<file path="src/rtl/regfile_scoreboard.sv">
// regfile_scoreboard
//   Integer register file for the pipelined core with write-back source
//   selection, same-cycle write-to-read bypass and a per-register busy
//   scoreboard that stalls decode on RAW/WAW hazards.
//
// Ports
//   CLK, Reset             clock; synchronous active-high reset
//   Rs1, Rs2               combinational read addresses
//   IssueValid/IssueWr/IssueRd
//                          decode-side issue request
//   WbValid/WbRd/WbSel     write-back request and source select
//   AluOutput, Datain, Extend, PC, Cmp
//                          write-back data sources
//   ReadData1, ReadData2   combinational read data (with bypass)
//   Stall                  combinational: decode must hold this cycle
//   DB                     registered copy of the last accepted write data
//   BusyMask               registered scoreboard bits
//   WbErr                  registered one-cycle write-back error pulse
//
// Handshake: an issue is accepted on a rising edge when IssueValid=1 and
// Stall=0 in that cycle (Stall acts as an inverted ready). The write-back
// side has no back-pressure: WbValid=1 is always consumed in its cycle.
module regfile_scoreboard #(
  parameter int XLEN     = 32,
  parameter int NREG     = 32,
  parameter int AW       = $clog2(NREG),
  parameter int ZERO_REG = 1,
  parameter int BYPASS   = 1
) (
  input  logic            CLK,
  input  logic            Reset,
  input  logic [AW-1:0]   Rs1,
  input  logic [AW-1:0]   Rs2,
  input  logic            IssueValid,
  input  logic            IssueWr,
  input  logic [AW-1:0]   IssueRd,
  input  logic            WbValid,
  input  logic [AW-1:0]   WbRd,
  input  logic [2:0]      WbSel,
  input  logic [XLEN-1:0] AluOutput,
  input  logic [XLEN-1:0] Datain,
  input  logic [XLEN-1:0] Extend,
  input  logic [XLEN-1:0] PC,
  input  logic            Cmp,
  output logic [XLEN-1:0] ReadData1,
  output logic [XLEN-1:0] ReadData2,
  output logic            Stall,
  output logic [XLEN-1:0] DB,
  output logic [NREG-1:0] BusyMask,
  output logic            WbErr
);

  logic [XLEN-1:0] regs [NREG];
  logic [NREG-1:0] busy;
  logic [NREG-1:0] busy_next;
  logic [XLEN-1:0] wb_data;
  logic [XLEN-1:0] pc_plus4;
  logic            wb_legal;
  logic            wr_zero;
  logic            wr_acc;
  logic            wb_err_next;
  logic            haz_rs1;
  logic            haz_rs2;
  logic            haz_rd;
  logic            issue_set;

  // PC+4 deliberately wraps at 2^XLEN.
  assign pc_plus4 = PC + XLEN'(4);

  always_comb begin
    wb_data  = '0;
    wb_legal = 1'b1;
    case (WbSel)
      3'b000:  wb_data = AluOutput;
      3'b001:  wb_data = Datain;
      3'b010:  wb_data = pc_plus4;
      3'b011:  wb_data = {{(XLEN-1){1'b0}}, Cmp};
      3'b100:  wb_data = Extend;
      default: wb_legal = 1'b0;
    endcase
  end

  assign wr_zero = (ZERO_REG != 0) && (WbRd == '0);
  assign wr_acc  = WbValid && wb_legal && !wr_zero;

  // Later assignments take priority: zero register beats bypass beats array.
  always_comb begin
    ReadData1 = regs[Rs1];
    if ((BYPASS != 0) && wr_acc && (WbRd == Rs1)) ReadData1 = wb_data;
    if ((ZERO_REG != 0) && (Rs1 == '0)) ReadData1 = '0;
  end

  always_comb begin
    ReadData2 = regs[Rs2];
    if ((BYPASS != 0) && wr_acc && (WbRd == Rs2)) ReadData2 = wb_data;
    if ((ZERO_REG != 0) && (Rs2 == '0)) ReadData2 = '0;
  end

  // A busy register stops being a hazard when its result is forwarded now.
  assign haz_rs1 = busy[Rs1] && !((BYPASS != 0) && wr_acc && (WbRd == Rs1));
  assign haz_rs2 = busy[Rs2] && !((BYPASS != 0) && wr_acc && (WbRd == Rs2));
  assign haz_rd  = busy[IssueRd] && !((BYPASS != 0) && wr_acc && (WbRd == IssueRd));

  assign Stall = IssueValid && (haz_rs1 || haz_rs2 || (IssueWr && haz_rd));

  assign issue_set = IssueValid && !Stall && IssueWr &&
                     !((ZERO_REG != 0) && (IssueRd == '0));

  // Set is applied after clear so a same-index set wins.
  always_comb begin
    busy_next = busy;
    if (wr_acc)    busy_next[WbRd]    = 1'b0;
    if (issue_set) busy_next[IssueRd] = 1'b1;
  end

  // Illegal selects always flag; non-busy targets flag unless the target is
  // the hard-wired zero register.
  assign wb_err_next = WbValid && (!wb_legal || (!wr_zero && !busy[WbRd]));

  always_ff @(posedge CLK) begin
    if (Reset) begin
      for (int i = 0; i < NREG; i++) regs[i] <= '0;
      busy  <= '0;
      DB    <= '0;
      WbErr <= 1'b0;
    end else begin
      if (wr_acc) begin
        regs[WbRd] <= wb_data;
        DB         <= wb_data;
      end
      busy  <= busy_next;
      WbErr <= wb_err_next;
    end
  end

  assign BusyMask = busy;

endmodule

</file>
<file path="config.mk">
export PLATFORM = sky130hd
export DESIGN_NAME = regfile_scoreboard
export DESIGN_NICKNAME = d
export VERILOG_FILES = /design/src/rtl/regfile_scoreboard.sv
export SDC_FILE = /design/constraint.sdc
export NUM_CORES = 2
export LEC_CHECK = 0
export CAP_MARGIN = 10
export CORE_MARGIN = 5
export CORE_UTILIZATION = 38
export DETAILED_ROUTE_END_ITERATION = 8
export PLACE_DENSITY = 0.6
export SLEW_MARGIN = 20
export SYNTH_ARGS = -nofsm -noshare
export SYNTH_HDL_FRONTEND = slang
export SYNTH_SLANG_ARGS = --single-unit
</file>
<file path="constraint.sdc">
create_clock -name CLK -period 6.1 [get_ports CLK]
set_input_delay 1.22 -clock CLK [delete_from_list [all_inputs] [get_ports CLK]]
set_output_delay 1.22 -clock CLK [all_outputs]
set_load 0.01 [all_outputs]
</file>
==> out/metrics.json <==
{
  "postSynthRegisterBits": 1089,
  "drt_pre_antenna_iters": 6,
  "path_max_fanout": 6,
  "die_area_um2": 160000,
  "clk_transition_reported_paths_ns": 0.06,
  "grt_pass1_vias": 40100,
  "most_used_cell_cp": "clkdlybuf4s50_1",
  "gr-total-overflow": 0,
  "cts_root_buf": "clkbuf_16",
  "final.setup.worst_slack_ns": 0.249,
  "clock_tree_from_tritoncts": "built",
  "synth_cell_type_count": 68,
  "detailedPlace.worstSlack_ns": 0.244,
  "htreeDepth": 3,
  "cts_inserted_buffers": 113,
  "critical_path_cell_list": "clkdlybuf4s50_1 > nand4_2 > or4_4 > nor4_2 > xor2_1 > a21oi_4 > a211oi_1 > clkdlybuf4s50_1",
  "timing.final.max_slew_violations": 0,
  "nets": 4427,
  "drt_first_iter_violations": 6293,
  "global_route_usage_sum_pct": 26.8,
  "post-route-min-period_ns": 5.85,
  "synth_cells": 3989,
  "number_of_enable_type_register_cells_in_the_synthesized_netlist": 1024,
  "final.period_utilization_pct": 95.9,
  "flow.area_growth_from_synthesis_pct": 18.1,
  "power.leakage_nw": 22.1,
  "die_y_um": 400,
  "route.detailed.drc": 0,
  "floorplan.rows": 143,
  "largest_net_degree_at_the_start_of_global_routing": 65,
  "max_slew.worst_pin.slew_ns": 1.19,
  "floorplan.core_area_um2": 152000,
  "worstPathArrival_ns": 4.63,
  "share_of_flip_flops_with_an_asynchronous_set_or_reset_pct": 0,
  "p_per_area_nw_per_um2": 277,
  "path_type_of_the_worst_min_delay_path": "flip-flop to flip-flop",
  "grt_antenna_before_repair": 7,
  "worst_clock_skew_ns": 0.0115,
  "yosysSeqAreaShare_pct": 55.5,
  "detailedPlacementHpwl_um": 136000,
  "drive_gt1_share_pct": 28.5,
  "worst_hold_margin_ns": 0.502,
  "layout.cells.most_common_list": "nor2_1 (1094), edfxtp_1 (1024), mux4_2 (664), clkdlybuf4s50_1 (275), buf_4 (240)",
  "ioPinCount": 287,
  "setup_viol_count_final": 0,
  "cp_top_family": "buffers and inverters",
  "kind_of_end_point_of_the_critical_path": "primary output",
  "status": "finished, final reports clean",
  "cp_data_required_time_ns": 4.88,
  "detail_route.wirelength_um": 218000,
  "unrepaired_setup_endpoints_after_global_routing": "false",
  "crit_type": "input pin to primary output",
  "setup_tns_ns": 0,
  "initial_cell_density_of_the_core_pct": 38.1,
  "max_capacitance_violation_total": 0,
  "worst_slew_slack_as_a_fraction_of_its_limit_pct": 20.3,
  "setup.worst_path.start_class": "input pin",
  "syn_area_per_cell_um2": 14.5,
  "synth-main-ff-cell": "edfxtp_1",
  "synthesis.yosys.warnings": 0,
  "post-cts-setup-buffer-count": 0,
  "cts.sink_count": 1089,
  "wire_length_of_the_first_global_routing_pass_um": 301000,
  "portBuffers": 286,
  "cts_buffer_depth": 3,
  "detail_route.vias_per_cell": 6.34,
  "fmax_mhz": 171,
  "mostFrequentLayoutCell": "nor2_1",
  "weighted_congestion_at_the_end_of_routability_driven_global_placement": 0.968,
  "cpMaxStageDelayCell": "clkdlybuf4s50_1",
  "drtAntennaViolNets": 0,
  "vdd_drop_max_mv": 0.235,
  "skew_pair_late_insertion_delay_ns": 0.74,
  "finalInstanceArea_um2": 68200,
  "dpl-instance-area_um2": 64400,
  "vias": 40600,
  "chipWidth_um": 400,
  "path_buf_inv": 2,
  "synth.cell_area_um2": 57700,
  "hold_violation_total_from_the_final_report": 0,
  "wl_per_cell_um": 34.0,
  "slowest_delay_ns": 0.65
}
==> state kept, by name (all words and copies together), names as in the netlist <==
signal,count
BusyMask,32
DB,32
WbErr,1
regs,1024
==> per-stage QoR <==
stage	total power [mW]	util, %	cells
after detailed placement	11.9	42.5	6184
after CTS	18.9	45.0	6398
after global placement	11.8	42.5	6184
final	18.9	45.0	6401
after floorplan	10.5	-	4020
after global routing	19.4	45.0	6399
==> worst paths after layout <==
path                   endpoint    startpoint  slack, ns  cells after the start
setup / recovery  ReadData1[31]         PC[4]       0.25                      8
hold / removal           DB[25]        DB[25]       0.50                      2
setup reg to reg    BusyMask[7]  BusyMask[15]       3.43                      6
hold reg to reg          DB[25]        DB[25]       0.50                      2
==> routing by layer <==
metal	global-route usage, %	vias to the layer above	routed length [um]
met2	39.2	3130	94000
met5	0	-	13
met1	36.8	21100	80600
li1	-	15900	-
met3	9.38	447	33200
met4	10.5	2	9830
==> worst register-to-register path, stage by stage (launching register included) <==
cell and delay [ns]:
dfxtp_1 0.47, mux2i_1 0.12, mux4_2 0.50, o2bb2ai_1 0.14
or4_1 0.62, nand4bb_1 0.49, o22ai_1 0.18
==> cell usage after synthesis, types with 16 or more instances <==
master	count	share of area, %
nor2_1	1096	7.1
edfxtp_1	1024	53
mux4_2	664	26
clkbuf_1	256	1.7
buf_2	129	1.1
a211oi_1	118	1.5
nand2_1	116	0.75
dfxtp_1	65	2.3
a21oi_1	63	0.55
mux2i_1	57	0.99
nor2b_1	48	0.52
inv_1	36	0.23
xnor2_1	27	0.41
a21o_1	25	0.33
o22ai_1	25	0.27
and3_1	23	0.25
nand3_1	22	0.19
buf_6	21	0.41
buf_1	16	0.10
xor2_1	16	0.24
==> what timing repair did <==
action	4_1_cts	5_1_grt
hold buffers	0	0
setup endpoints to repair	0	1
resized for setup	0	1
==> cells by family after synthesis <==
kind of cell,Yosys count,share of synthesized area [%]
XOR/XNOR,43,0.652
multiplexers,724,26.9
AO/OA/AOI/OAI,288,3.44
buffers and inverters,468,3.64
adder cells (fa/ha/maj),1,0.0217
AND/OR/NAND/NOR,1375,9.78
other,1,0.00649
flip-flops,1089,55.5
==> final cells by class <==
| class | count | area (um^2) |
|---|---|---|
| inverter | 38 | 148 |
| clock buffer | 149 | 3120 |
| multi-input combinational | 2463 | 24200 |
| tap | 2030 | 2540 |
| antenna | 3 | 7.51 |
| sequential | 1089 | 32100 |
| timing repair buffer | 564 | 5480 |
| clock inverter | 65 | 632 |
| fill | 13500 | 83400 |
==> where the power goes <==
part / leakage, nW / total (mW) / internal [mW] / switching [mW]
logic: 10.0 / 3.02 / 1.34 / 1.68
clock network: 1.85 / 7.10 / 4.05 / 3.05
registers: 10.3 / 8.78 / 8.56 / 0.212
total: 22.1 / 18.9 / 14.0 / 4.94
Note: power is estimated with default switching activity, not from simulation.
